### src/rtl/vga_timing_pkg.sv
// Shared raster timing constants and helpers for the VGA timing generator
// and the downstream pixel generator.
package vga_timing_pkg;

    localparam int COORD_W   = 12;
    localparam int COORD_MAX = 1 << COORD_W;

    function automatic int axis_total(input int active, input int fp,
                                      input int sync, input int bp);
        return active + fp + sync + bp;
    endfunction

    // 640x480 @ 60 Hz, 25.175 MHz pixel clock, both syncs active-low
    localparam int VGA640_H_ACTIVE = 640;
    localparam int VGA640_H_FP     = 16;
    localparam int VGA640_H_SYNC   = 96;
    localparam int VGA640_H_BP     = 48;
    localparam int VGA640_V_ACTIVE = 480;
    localparam int VGA640_V_FP     = 10;
    localparam int VGA640_V_SYNC   = 2;
    localparam int VGA640_V_BP     = 33;
    localparam bit VGA640_H_POL    = 1'b0;
    localparam bit VGA640_V_POL    = 1'b0;
    localparam int VGA640_H_TOTAL  = axis_total(VGA640_H_ACTIVE, VGA640_H_FP, VGA640_H_SYNC, VGA640_H_BP);
    localparam int VGA640_V_TOTAL  = axis_total(VGA640_V_ACTIVE, VGA640_V_FP, VGA640_V_SYNC, VGA640_V_BP);

    // 800x600 @ 60 Hz, 40 MHz pixel clock, both syncs active-high
    localparam int SVGA800_H_ACTIVE = 800;
    localparam int SVGA800_H_FP     = 40;
    localparam int SVGA800_H_SYNC   = 128;
    localparam int SVGA800_H_BP     = 88;
    localparam int SVGA800_V_ACTIVE = 600;
    localparam int SVGA800_V_FP     = 1;
    localparam int SVGA800_V_SYNC   = 4;
    localparam int SVGA800_V_BP     = 23;
    localparam bit SVGA800_H_POL    = 1'b1;
    localparam bit SVGA800_V_POL    = 1'b1;
    localparam int SVGA800_H_TOTAL  = axis_total(SVGA800_H_ACTIVE, SVGA800_H_FP, SVGA800_H_SYNC, SVGA800_H_BP);
    localparam int SVGA800_V_TOTAL  = axis_total(SVGA800_V_ACTIVE, SVGA800_V_FP, SVGA800_V_SYNC, SVGA800_V_BP);

endpackage

### src/rtl/vga_timing_gen_axis_counter.sv
// One raster axis: wrapping position counter plus unregistered active/sync
// decode of the current count.
module vga_axis_counter
    import vga_timing_pkg::*;
#(
    parameter int ACTIVE = 640,
    parameter int FP     = 16,
    parameter int SYNC   = 96,
    parameter int BP     = 48,
    parameter bit POL    = 1'b0
) (
    input  logic               clk,
    input  logic               rst,
    input  logic               en,
    output logic [COORD_W-1:0] count,
    output logic               wrap,
    output logic               active,
    output logic               sync
);

    localparam int TOTAL = axis_total(ACTIVE, FP, SYNC, BP);

    localparam logic [COORD_W-1:0] LAST     = COORD_W'(TOTAL - 1);
    // One extra bit so a range ending exactly at COORD_MAX cannot alias to 0
    localparam logic [COORD_W:0]   ACT_END  = (COORD_W+1)'(ACTIVE);
    localparam logic [COORD_W:0]   SYNC_BEG = (COORD_W+1)'(ACTIVE + FP);
    localparam logic [COORD_W:0]   SYNC_END = (COORD_W+1)'(ACTIVE + FP + SYNC);

    logic [COORD_W:0] count_ext;
    logic             at_last;

    assign count_ext = {1'b0, count};
    assign at_last   = (count == LAST);
    assign wrap      = en && at_last;
    assign active    = (count_ext < ACT_END);
    assign sync      = ((count_ext >= SYNC_BEG) && (count_ext < SYNC_END)) ? POL : ~POL;

    always_ff @(posedge clk or posedge rst) begin
        if (rst) begin
            count <= '0;
        end else if (en) begin
            count <= at_last ? '0 : count + COORD_W'(1);
        end
    end

endmodule

### src/rtl/vga_timing_gen.sv
// Free-running raster timing generator: registered position, visible-area,
// line/frame strobes and sync outputs with a programmable sync delay.
module vga_timing_gen
    import vga_timing_pkg::*;
#(
    parameter int H_ACTIVE   = VGA640_H_ACTIVE,
    parameter int H_FP       = VGA640_H_FP,
    parameter int H_SYNC     = VGA640_H_SYNC,
    parameter int H_BP       = VGA640_H_BP,
    parameter int V_ACTIVE   = VGA640_V_ACTIVE,
    parameter int V_FP       = VGA640_V_FP,
    parameter int V_SYNC     = VGA640_V_SYNC,
    parameter int V_BP       = VGA640_V_BP,
    parameter bit H_POL      = VGA640_H_POL,
    parameter bit V_POL      = VGA640_V_POL,
    parameter int SYNC_DELAY = 1
) (
    input  logic               pix_clk,
    input  logic               rst,
    output logic [COORD_W-1:0] pix_x,
    output logic [COORD_W-1:0] pix_y,
    output logic               vid_active,
    output logic               hsync,
    output logic               vsync,
    output logic               line_start,
    output logic               frame_start
);

    localparam int H_TOTAL = axis_total(H_ACTIVE, H_FP, H_SYNC, H_BP);
    localparam int V_TOTAL = axis_total(V_ACTIVE, V_FP, V_SYNC, V_BP);

    if (H_TOTAL > COORD_MAX || V_TOTAL > COORD_MAX) begin : g_total_chk
        $error("vga_timing_gen: H_TOTAL or V_TOTAL exceeds the coordinate range");
    end
    if (SYNC_DELAY < 0 || SYNC_DELAY > 4) begin : g_delay_chk
        $error("vga_timing_gen: SYNC_DELAY must be 0..4");
    end

    logic [COORD_W-1:0] h_cnt;
    logic [COORD_W-1:0] v_cnt;
    logic               h_wrap;
    logic               v_wrap_unused;
    logic               h_act;
    logic               v_act;
    logic               h_sync_dec;
    logic               v_sync_dec;

    // Stage 0 is aligned with pix_x; the pin taps the last stage
    logic [SYNC_DELAY:0] hs_pipe;
    logic [SYNC_DELAY:0] vs_pipe;

    vga_axis_counter #(
        .ACTIVE (H_ACTIVE),
        .FP     (H_FP),
        .SYNC   (H_SYNC),
        .BP     (H_BP),
        .POL    (H_POL)
    ) u_h_axis (
        .clk    (pix_clk),
        .rst    (rst),
        .en     (1'b1),
        .count  (h_cnt),
        .wrap   (h_wrap),
        .active (h_act),
        .sync   (h_sync_dec)
    );

    vga_axis_counter #(
        .ACTIVE (V_ACTIVE),
        .FP     (V_FP),
        .SYNC   (V_SYNC),
        .BP     (V_BP),
        .POL    (V_POL)
    ) u_v_axis (
        .clk    (pix_clk),
        .rst    (rst),
        .en     (h_wrap),
        .count  (v_cnt),
        .wrap   (v_wrap_unused),
        .active (v_act),
        .sync   (v_sync_dec)
    );

    always_ff @(posedge pix_clk or posedge rst) begin
        if (rst) begin
            pix_x       <= '0;
            pix_y       <= '0;
            vid_active  <= 1'b0;
            line_start  <= 1'b0;
            frame_start <= 1'b0;
            hs_pipe     <= {(SYNC_DELAY+1){~H_POL}};
            vs_pipe     <= {(SYNC_DELAY+1){~V_POL}};
        end else begin
            pix_x       <= h_cnt;
            pix_y       <= v_cnt;
            vid_active  <= h_act && v_act;
            line_start  <= (h_cnt == '0) && v_act;
            frame_start <= (h_cnt == '0) && (v_cnt == '0);
            hs_pipe[0]  <= h_sync_dec;
            vs_pipe[0]  <= v_sync_dec;
            for (int i = 1; i <= SYNC_DELAY; i++) begin
                hs_pipe[i] <= hs_pipe[i-1];
                vs_pipe[i] <= vs_pipe[i-1];
            end
        end
    end

    assign hsync = hs_pipe[SYNC_DELAY];
    assign vsync = vs_pipe[SYNC_DELAY];

endmodule

### config.mk
export PLATFORM = sky130hd
export DESIGN_NAME = vga_timing_gen
export DESIGN_NICKNAME = d
export VERILOG_FILES = /design/src/rtl/vga_timing_pkg.sv /design/src/rtl/vga_timing_gen_axis_counter.sv /design/src/rtl/vga_timing_gen.sv
export SDC_FILE = /design/constraint.sdc
export NUM_CORES = 1
export LEC_CHECK = 0
export ABC_AREA = 0
export BUFFER_PORTS_ARGS = -buffer_cell sky130_fd_sc_hd__buf_2
export CAP_MARGIN = 10
export CORE_MARGIN = 8
export CORE_UTILIZATION = 55
export DETAILED_ROUTE_END_ITERATION = 7
export PLACE_DENSITY = 0.77
export RECOVER_POWER = 100
export SETUP_SLACK_MARGIN = 0.3
export SLEW_MARGIN = 20
export SYNTH_ARGS = -nofsm -noshare
export SYNTH_HDL_FRONTEND = slang
export SYNTH_HIERARCHICAL = 1
export SYNTH_SLANG_ARGS = --single-unit
### constraint.sdc
create_clock -name pix_clk -period 2.5 [get_ports pix_clk]
set_input_delay 0.75 -clock pix_clk [delete_from_list [all_inputs] [get_ports pix_clk]]
set_output_delay 0.75 -clock pix_clk [all_outputs]
set_load 0.05 [all_outputs]
# Word level (Yosys, flattened, before mapping)
# Index checks and enable logic that the tools add are counted.
# Widths: inputs -> output; s select.
# op_classes
muxes	4
n_lt_le_gt_ge	6
eq_ne	2
add_sub_neg	2
n_reduce_logical	7
# op_table
op	n
$add 12x1->12 const B	2
$eq 12x10->1 const B	2
$logic_not 12->1	2
$lt 12x10->1 const B	2
$lt 12x9->1 const B	2
$mux 12	2
$ge 12x10->1 const B	1
$ge 12x9->1 const B	1
$logic_and 1x1->1	5
$mux 1	2
# totals
input_bits	2
wordCells	30
reg_bits	55
out_inout_bits	29

# Logic depth before layout (Yosys ltp)
# Gate-level depths: netlist of run 1.
# depth
depth_word	3
ltp_mapped	7
depth_no_buf	6

# Modules after synthesis
# The synthesis of run 1 kept the hierarchy.
# modules_own_cells
mod	cells_each	area_per_inst_um2	seq_area_each_um2	instances
vga_timing_gen	45	853.3	780.7	1
vga_axis_counter (u_v_axis)	67	659.4	300.3	1
vga_axis_counter (u_h_axis)	68	650.6	300.3	1

# Worst setup path after synthesis of run 1
# Ideal clock, no wire load.
# synth_timing
path_type	register to register
start	register u_h_axis.count[5]
end	register u_v_axis.count[9]
setup_slack_ps	548
n_path_buf	0
stages_incl_launch_ff	7
t_arrival_ps	1865
period_less_slack_ps	1952
setup_time_ps	87
required_time_ps	2413
path_cell_list	dfrtp_1 nor3_1 nand3_1 nor3_4 nand4_1 or4_1 a22oi_1
# synth_via
elab_chain_len	1
# synth_rtl
element	line	text
start, declared	vga_timing_gen_axis_counter.sv:15	output logic [COORD_W-1:0] count,
start signal, assigned	vga_timing_gen_axis_counter.sv:42	count <= at_last ? '0 : count + COORD_W'(1);
$eq 12x10->1	vga_timing_gen_axis_counter.sv:33	assign at_last = (count == LAST);
net h_wrap	vga_timing_gen.sv:41	logic h_wrap;
end signal, assigned	vga_timing_gen_axis_counter.sv:42	
end, declared	vga_timing_gen_axis_counter.sv:15	
# The timed path passes the listed nets, and every way through them passes these cells.
# A chain may end at the register's enable or synchronous reset.

# Worst setup path in the final report of run 1
# layout_timing
start	register u_h_axis.count[4]
end	register u_v_axis.count[4]
# The elaborated chain is that of the path after synthesis.

==> flow_metrics.py, run 1 <==
metrics = {
    "clock_tree": {
        "insertion_delay_ns": 0.31,
        "root_buffer": "clkbuf_8",
        "clock_path_buffers": 2,
        "htreeDepth": 2,
        "postCtsSetupBuffers": 0,
        "cts_hold_buffers": 0,
        "cts_tree": "yes",
        "cts_buffers": 5,
        "cts_resized": 0,
        "path_clk_slew_ns": 0.10,
        "cts_sinks": 55,
    },
    "finish": {
        "drive_above_1_share": 0.0946,
        "diodes": 0,
        "num-nets-final": 227,
        "post-route-util": 0.655,
        "areaGrowthSynthToFinish_pct": 12.9,
    },
    "global_route": {
        "grt_pass1_wl_um": 7400,
        "grt_max_degree": 27,
        "grt_pass1_vias": 1498,
        "antenna_found_initial": 0,
        "grt_remaining_overflow": 0,
        "grtUsageTotal": 0.149,
    },
    "sta": {
        "timing.final.max_slew_violations": 0,
        "skew_ns": 0.00738,
        "slew_headroom": 0.0768,
        "period_minus_slack_ns": 2.10,
        "finalHoldViolCount": 0,
        "setup_tns_ns": 0,
        "worst_slack_ns": 0.396,
        "setup-violations-final": 0,
        "period_share": 0.841,
        "max_freq_mhz": 475,
        "rsz0062_at_grt": "no",
        "worstMarginPinSlew_ns": 1.38,
    },
    "floorplan": {
        "rows": 22,
        "die-area_um2": 6180,
        "ioPinCount": 31,
        "core_area_um2": 3720,
        "initial_core_util": 0.580,
        "die_x_um": 78.6,
        "die_y_um": 78.6,
    },
    "yosys": {
        "synth.avg_cell_area_um2": 12.1,
        "netlist_instances": 179,
        "synth_area_um2": 2160,
        "ys_warn_count": 6,
    },
    "flow_run": {
        "drv_cap": 0,
    },
    "setup_path": {
        "crit_arrival_ns": 2.33,
        "worst-setup-path-type": "register to register",
        "rr_worst_depth": 7,
        "endpoint_kind": "register",
        "start_kind": "register",
        "cp.required_ns": 2.73,
        "cp_max_fo": 14,
    },
    "route": {
        "drc": 0,
        "viasPerCell": 5.48,
        "final_antenna_net_count": 0,
        "num_vias": 1480,
        "initialDrtViolationCount": 115,
        "avgRoutedWirePerCell_um": 15.9,
        "drt_wl_total_um": 4300,
        "dr.pass1.iters": 4,
    },
    "hold_path": {
        "min_path_type": "input port to asynchronous set/reset pin",
    },
    "place": {
        "numPortBuffers": 30,
        "place_congestion": 0.961,
        "dp_slack_ns": 0.455,
        "dp_hpwl_um": 2990,
    },
    "power": {
        "irDropWorstVdd_uv": 668,
        "p_leak_nw": 1.13,
        "p_per_area_nw_per_um2": 834,
    },
    "run_status": {
        "status": "finished clean",
    },
}
cell type report:
cell class / instances / area [µm²]
Sequential cell: 55 / 1380
Multi-Input combinational cell: 115 / 731
Clock inverter: 3 / 25.0
Tap cell: 48 / 60.1
Timing Repair Buffer: 32 / 124
Clock buffer: 5 / 68.8
Fill cell: 313 / 1280
Inverter: 12 / 45.0
sequential cells by signal, summed over array words and instances, names as in the netlist, 2 cells and up:
register and cells:
pix_x 12, pix_y 12, u_h_axis/count 12, u_v_axis/count 12, hs_pipe 2, vs_pipe 2
worst max-delay path, cell delays in order, from the launching register on:
cell and delay (ns):
dfrtp_1 0.46, and4_1 0.32, nand2_1 0.17, nor3_4 0.20, buf_4 0.21, nand4_1 0.19, or2_2 0.32, o21ai_0 0.15
metal layers:
layer  GRT usage  vias up  part of all wire
met5           0        -                 0
met4      0.0574        0             0.014
met3      0.0581        7             0.091
met2       0.225       58              0.46
met1       0.189      721              0.43
li1            -      694                 -
stage by stage:
step | power, mW | cells | instance area [µm²] | hold WS [ns]
2_1_floorplan | 1.45 | 184 | 2180 | 0.345
6_report | 2.03 | 270 | 2430 | 0.349
5_1_grt | 2.14 | 270 | 2430 | 0.370
3_3_place_gp | 1.56 | 262 | 2390 | 0.346
4_1_cts | 2.06 | 270 | 2480 | 0.351
3_5_place_dp | 1.57 | 262 | 2390 | 0.347
path summary, 6_finish.rpt:
check	slack, ns	startpoint	to
hold / removal	0.35	rst	pix_y[2]$_DFF_PP0_
hold reg to reg	0.36	vs_pipe[0]$_DFF_PP1_	vs_pipe[1]$_DFF_PP1_
min in group pix_clk	0.36	vs_pipe[0]$_DFF_PP1_	vs_pipe[1]$_DFF_PP1_
setup / recovery	0.40	u_h_axis/count[4]$_DFFE_PP0P_	u_v_axis/count[4]$_DFFE_PP0P_
max in group asynchronous	0.62	rst	pix_x[0]$_DFF_PP0_
setup reg to reg	0.40	u_h_axis/count[4]$_DFFE_PP0P_	u_v_axis/count[4]$_DFFE_PP0P_
layout by cell type (no fill, tap or decap), types with 2 or more instances in the layout:
cell      instances
nand3_1          13
dfstp_2           4
xor2_1            8
clkinv_4          2
nor2_1           13
and3_1            2
or3b_2            2
nand2b_1          2
and2_0            2
and2_1            2
xnor2_1           7
or2_2             2
conb_1            6
nor4_1            7
o21ai_0           7
or4_1             4
nand2_1          11
nand4_1           5
clkbuf_1         31
a31oi_1           2
nor3_1            3
ha_1              4
dfrtp_1          51
clkbuf_8          5
inv_1            12
report_power, final:
group,switching (mW),internal [mW]
Clock,0.288,0.201
Sequential,0.110,0.994
Combinational,0.330,0.110
Total,0.728,1.30
No activity file was read; power rests on OpenSTA's default activity.
==> run 2: changes to the inputs <==
- clock period: 2.5 -> 2.2 ns (I/O delays scaled with it)
==> run 2 against run 1 <==
  * Register-to-register slack got worse by 0.09 ns
  * Highest routed layer unchanged
  * Cell count grew 4.4%
  * Sequential share of layout area fell by 2.3 points
  * First-iteration DRC count up 30%
  * Worst hold slack gained 0.010 ns
  * Critical path type is now register to output pin
  * Clock power is 11% higher
==> flow_metrics.py, run 2 (synthesized netlist as in run 1, its figures left out) <==
metrics = {
    "route": {
        "drc": 0,
        "initialDrtViolationCount": 149,
        "drt_wl_total_um": 4370,
        "num_vias": 1532,
        "dr.pass1.iters": 4,
        "viasPerCell": 5.43,
        "avgRoutedWirePerCell_um": 15.5,
        "final_antenna_net_count": 0,
    },
    "sta": {
        "hold_ws_ns": 0.360,
        "slew_headroom": 0.402,
        "worstMarginPinSlew_ns": 0.897,
        "max_freq_mhz": 512,
        "finalHoldViolCount": 0,
        "rsz0062_at_grt": "yes",
        "period_minus_slack_ns": 1.95,
        "period_share": 0.888,
        "setup_tns_ns": 0,
        "timing.final.max_slew_violations": 0,
        "setup-violations-final": 0,
        "skew_ns": 0.00253,
    },
    "floorplan": {
        "die_x_um": 78.6,
        "ioPinCount": 31,
        "die_y_um": 78.6,
        "core_area_um2": 3720,
        "rows": 22,
        "initial_core_util": 0.580,
        "die-area_um2": 6180,
    },
    "power": {
        "p_switching_mw": 0.820,
        "finalPower_mw": 2.37,
        "p_leak_nw": 1.19,
        "comb_power_share": 0.258,
        "pwr-share-clk": 0.229,
        "pwr-share-seq": 0.513,
        "p_int_mw": 1.55,
        "irDropWorstVdd_uv": 478,
        "switching_share": 0.346,
        "p_per_area_nw_per_um2": 932,
    },
    "global_route": {
        "grt_max_degree": 18,
        "grt-busiest-layer": "met2",
        "grt_util_met3": 0.0444,
        "grt_remaining_overflow": 0,
        "use_met1": 0.188,
        "grt_pass1_wl_um": 7250,
        "grt_pass1_vias": 1541,
        "antenna_found_initial": 0,
        "grtUsageTotal": 0.147,
        "met2_usage": 0.219,
    },
    "finish": {
        "areaGrowthSynthToFinish_pct": 17.8,
        "diodes": 0,
        "num-nets-final": 240,
        "fillers": 292,
        "layout_common_cells": "dfrtp_1, clkbuf_1, inv_1, nand3_1, nor2_1",
        "drive_above_1_share": 0.137,
        "final_common_cell": "dfrtp_1",
        "fin_area_um2": 2540,
    },
    "place": {
        "placed_area_um2": 2410,
        "dp_hpwl_um": 3010,
        "numPortBuffers": 30,
        "place_congestion": 0.901,
    },
    "clock_tree": {
        "cts_hold_buffers": 0,
        "htreeDepth": 2,
        "cts_buffers": 5,
        "cts_tree": "yes",
        "path_clk_slew_ns": 0.08,
        "cts_sinks": 55,
        "root_buffer": "clkbuf_8",
        "clock_path_buffers": 2,
        "insertion_delay_ns": 0.31,
    },
    "setup_path": {
        "start_kind": "register",
        "critPathMaxStageDelay_ns": 0.52,
        "crit_arrival_ns": 1.29,
        "cp_max_fo": 1,
        "crit_slowest_cell": "dfstp_2",
        "cp.required_ns": 1.54,
        "worst-path-buf-inv": 1,
        "crit_family": "flip-flops",
        "crit_path_cell_trace": "clkbuf_1",
        "endpoint_kind": "output pin",
        "worst-setup-path-type": "register to output pin",
    },
    "run_status": {
        "status": "finished clean",
    },
    "hold_path": {
        "min_path_type": "register to register",
    },
    "flow_run": {
        "drv_cap": 0,
    },
}
==> run 2: changes by cell type in the layout (fill, tap and decap cells not counted), sizes merged <==
| cell | change |
|---|---|
| clkbuf | +10 |
| buf | +4 |
| clkinv | -1 |
| clkinvlp | -1 |
==> run 2: path summary, 6_finish.rpt <==
kind,start,to,slack (ns),cells after the start
worst min-delay path,hs_pipe[0]$_DFF_PP1_,hs_pipe[1]$_DFF_PP1_,0.36,0
worst min register to register,hs_pipe[0]$_DFF_PP1_,hs_pipe[1]$_DFF_PP1_,0.36,0
worst max-delay path,vs_pipe[1]$_DFF_PP1_,vsync,0.25,1
min in group asynchronous,rst,u_h_axis/count[0]$_DFFE_PP0P_,0.37,2
worst max register to register,u_h_axis/count[0]$_DFFE_PP0P_,u_v_axis/count[9]$_DFFE_PP0P_,0.31,6
max in group asynchronous,rst,vid_active$_DFF_PP0_,1.01,3
==> run 2: routing by layer <==
layer,share of wire,vias to the layer above
li1,-,719
met1,0.43,751
met2,0.47,54
met3,0.079,8
met4,0.022,0
met5,0,-
==> run 2: power groups by stage <==
stage	clock network, mW	logic, mW	registers, mW
after global routing	0.592	0.660	1.23
after global placement	0	0.507	1.26
final	0.542	0.611	1.22
after floorplan	0	0.193	1.46
after detailed placement	0	0.517	1.27
after CTS	0.553	0.602	1.23
==> run 2: repair_timing <==
action / 4_1_cts / 5_1_grt
setup buffers: 5 / 6
setup endpoints to repair: 5 / 8
pin swaps: 3 / 3
resized for setup: 8 / 7
==> run 2: final cells by class <==
cell class	count	area, µm²	area share
Sequential cell	55	1380	0.544
Timing Repair Buffer	45	191	0.0753
Tap cell	48	60.1	0.0236
Multi-Input combinational cell	115	774	0.305
Clock inverter	1	5.00	0.00197
Inverter	12	45.0	0.0177
Clock buffer	6	82.6	0.0325
==> run 2: stage by stage <==
stage / utilization / worst slack [ns] / cells
2_1_floorplan: - / 0.307 / 184
3_3_place_gp: 0.649 / 0.286 / 264
3_5_place_dp: 0.649 / 0.179 / 264
4_1_cts: 0.687 / 0.313 / 276
5_1_grt: 0.684 / 0.150 / 282
6_report: 0.684 / 0.247 / 282
==> run 3: changes to the inputs <==
- BUFFER_PORTS_ARGS: -buffer_cell sky130_fd_sc_hd__buf_2 -> -buffer_cell sky130_fd_sc_hd__buf_4
- GPL_TIMING_DRIVEN: default -> 0
- HOLD_SLACK_MARGIN: default -> 0.15
==> run 3 against run 2 <==
  * Worst hold slack is essentially flat
  * Clock power shrank 0.9%
  * Utilization grew 3.1 points
  * Clock skew grew 0.0057 ns
  * Non-clock buffer count grew 8
  * Sequential power is essentially flat
  * First-iteration DRC count grew 35%
  * Setup slack lost 0.015 ns
  * Wire length grew 15%
  * Sequential cell count is the same
  * Die area is the same
  * Clock-buffer cell count is the same
  * Critical path type is now register to register
==> flow_metrics.py, run 3 (synthesized netlist as in run 1, its figures left out) <==
metrics = {
    "sta": {
        "hold_ws_ns": 0.359,
        "setup_tns_ns": 0,
        "timing.final.max_slew_violations": 0,
        "slew_headroom": 0.233,
        "rsz0062_at_grt": "yes",
        "max_freq_mhz": 508,
        "period_minus_slack_ns": 1.97,
        "finalHoldViolCount": 0,
        "period_share": 0.894,
        "worstMarginPinSlew_ns": 1.15,
        "skew_ns": 0.00819,
        "setup-violations-final": 0,
    },
    "route": {
        "drc": 0,
        "avgRoutedWirePerCell_um": 17.2,
        "viasPerCell": 5.56,
        "dr.pass1.iters": 4,
        "initialDrtViolationCount": 201,
        "num_vias": 1619,
        "final_antenna_net_count": 0,
        "drt_wl_total_um": 5000,
    },
    "place": {
        "numPortBuffers": 30,
        "place_congestion": 0.872,
        "dp_hpwl_um": 2930,
        "placedCellCount": 262,
        "placed_area_um2": 2470,
    },
    "floorplan": {
        "core_area_um2": 3720,
        "die_y_um": 78.6,
        "die-area_um2": 6180,
        "die_x_um": 78.6,
        "initial_core_util": 0.580,
        "ioPinCount": 31,
        "rows": 22,
    },
    "power": {
        "p_switching_mw": 0.854,
        "comb_power_share": 0.261,
        "irDropWorstVdd_uv": 590,
        "p_leak_nw": 1.22,
        "p_per_area_nw_per_um2": 893,
        "pwr-share-seq": 0.513,
        "switching_share": 0.360,
        "pwr-share-clk": 0.226,
        "p_int_mw": 1.52,
    },
    "setup_path": {
        "endpoint_kind": "register",
        "r2r_end": "u_v_axis/count[9]$_DFFE_PP0P_",
        "cp.required_ns": 2.43,
        "r2r_slack_ns": 0.23,
        "crit_arrival_ns": 2.20,
        "rr_worst_depth": 6,
        "start_kind": "register",
        "timing.rr.start": "u_h_axis/count[1]$_DFFE_PP0P_",
        "worst-setup-path-type": "register to register",
        "cp_max_fo": 6,
    },
    "finish": {
        "drive_above_1_share": 0.210,
        "diodes": 0,
        "areaGrowthSynthToFinish_pct": 23.2,
        "instances_no_fill": 291,
        "fin_area_um2": 2660,
        "num-nets-final": 248,
        "layout_common_cells": "dfrtp_1, clkbuf_1, inv_1, nand3_1, nor2_1",
        "fillers": 274,
        "final_common_cell": "dfrtp_1",
    },
    "clock_tree": {
        "cts_buffers": 5,
        "cts_hold_buffers": 0,
        "htreeDepth": 2,
        "path_clk_slew_ns": 0.09,
        "insertion_delay_ns": 0.31,
        "cts_tree": "yes",
        "cts_sinks": 55,
        "root_buffer": "clkbuf_8",
        "clock_path_buffers": 2,
    },
    "global_route": {
        "grt_pass1_wl_um": 7280,
        "grt_max_degree": 32,
        "grtUsageTotal": 0.146,
        "grt_pass1_vias": 1475,
        "grt_remaining_overflow": 0,
        "antenna_found_initial": 0,
    },
    "hold_path": {
        "whs_path_depth": 0,
        "min_path_type": "register to register",
        "min_to": "vs_pipe[1]$_DFF_PP1_",
        "hp-start": "vs_pipe[0]$_DFF_PP1_",
    },
    "flow_run": {
        "drv_cap": 0,
    },
    "run_status": {
        "status": "finished clean",
    },
}
## run 3: routing by layer
metal / track usage / wire length [µm] / part of all wire / up-vias
met3: 0.0558 / 402 / 0.080 / 13
met1: 0.185 / 2010 / 0.40 / 790
met4: 0.0519 / 159 / 0.032 / 0
met5: 0 / 0 / 0 / -
met2: 0.224 / 2430 / 0.49 / 80
li1: - / - / - / 736
## run 3: power by group through the flow
stage               registers, mW  clock network (mW)  logic, mW
floorplan                    1.46                   0      0.193
global placement             1.27                   0      0.541
detailed placement           1.28                   0      0.563
CTS                          1.23               0.540      0.659
global route                 1.23               0.589      0.671
finish                       1.22               0.537      0.619
## run 3: through the flow
| stage | setup WS [ns] | total power [mW] | utilization |
|---|---|---|---|
| detailed placement | 0.0198 | 1.84 | 0.664 |
| floorplan | 0.307 | 1.65 | - |
| CTS | 0.301 | 2.43 | 0.706 |
| global placement | 0.0873 | 1.81 | 0.664 |
| global route | 0.103 | 2.49 | 0.715 |
| finish | 0.232 | 2.37 | 0.715 |
## run 3: worst max-delay path, cell delays in order, from the launching register on
cell and delay (ns):
dfrtp_1 0.46, ha_2 0.29, nand2_2 0.12, nor3_4 0.18
nand4_1 0.19, or4_4 0.52, a22oi_2 0.13
## run 3: area by class of cell
cell class | instances | area (µm²) | share of cell area
repair buffers | 51 | 240 | 0.0904
plain buffers | 2 | 18.8 | 0.00706
inverters | 12 | 45.0 | 0.0169
clock buffers | 6 | 72.6 | 0.0273
flip-flops and latches | 55 | 1390 | 0.523
well taps | 48 | 60.1 | 0.0226
multi-input cells | 115 | 820 | 0.308
clock inverters | 2 | 12.5 | 0.00471
## run 3: worst max path at each step
stage          slack, ns                            from  cells after the start                            end
2_1_floorplan       0.31   u_h_axis/count[7]$_DFFE_PP0P_                      6  u_v_axis/count[3]$_DFFE_PP0P_
3_3_place_gp        0.09  u_h_axis/count[10]$_DFFE_PP0P_                      6  u_v_axis/count[3]$_DFFE_PP0P_
3_5_place_dp        0.02  u_h_axis/count[10]$_DFFE_PP0P_                      6  u_v_axis/count[3]$_DFFE_PP0P_
4_1_cts             0.30   u_h_axis/count[1]$_DFFE_PP0P_                      6  u_v_axis/count[9]$_DFFE_PP0P_
5_1_grt             0.10   u_h_axis/count[1]$_DFFE_PP0P_                      6  u_v_axis/count[9]$_DFFE_PP0P_
6_report            0.23   u_h_axis/count[1]$_DFFE_PP0P_                      6  u_v_axis/count[9]$_DFFE_PP0P_
## run 3: timing repair
item,in CTS,in global routing
hold endpoints to repair,0,0
setup endpoints to repair,11,11
pin swaps,2,10
resized for setup,10,23
setup buffers,7,14
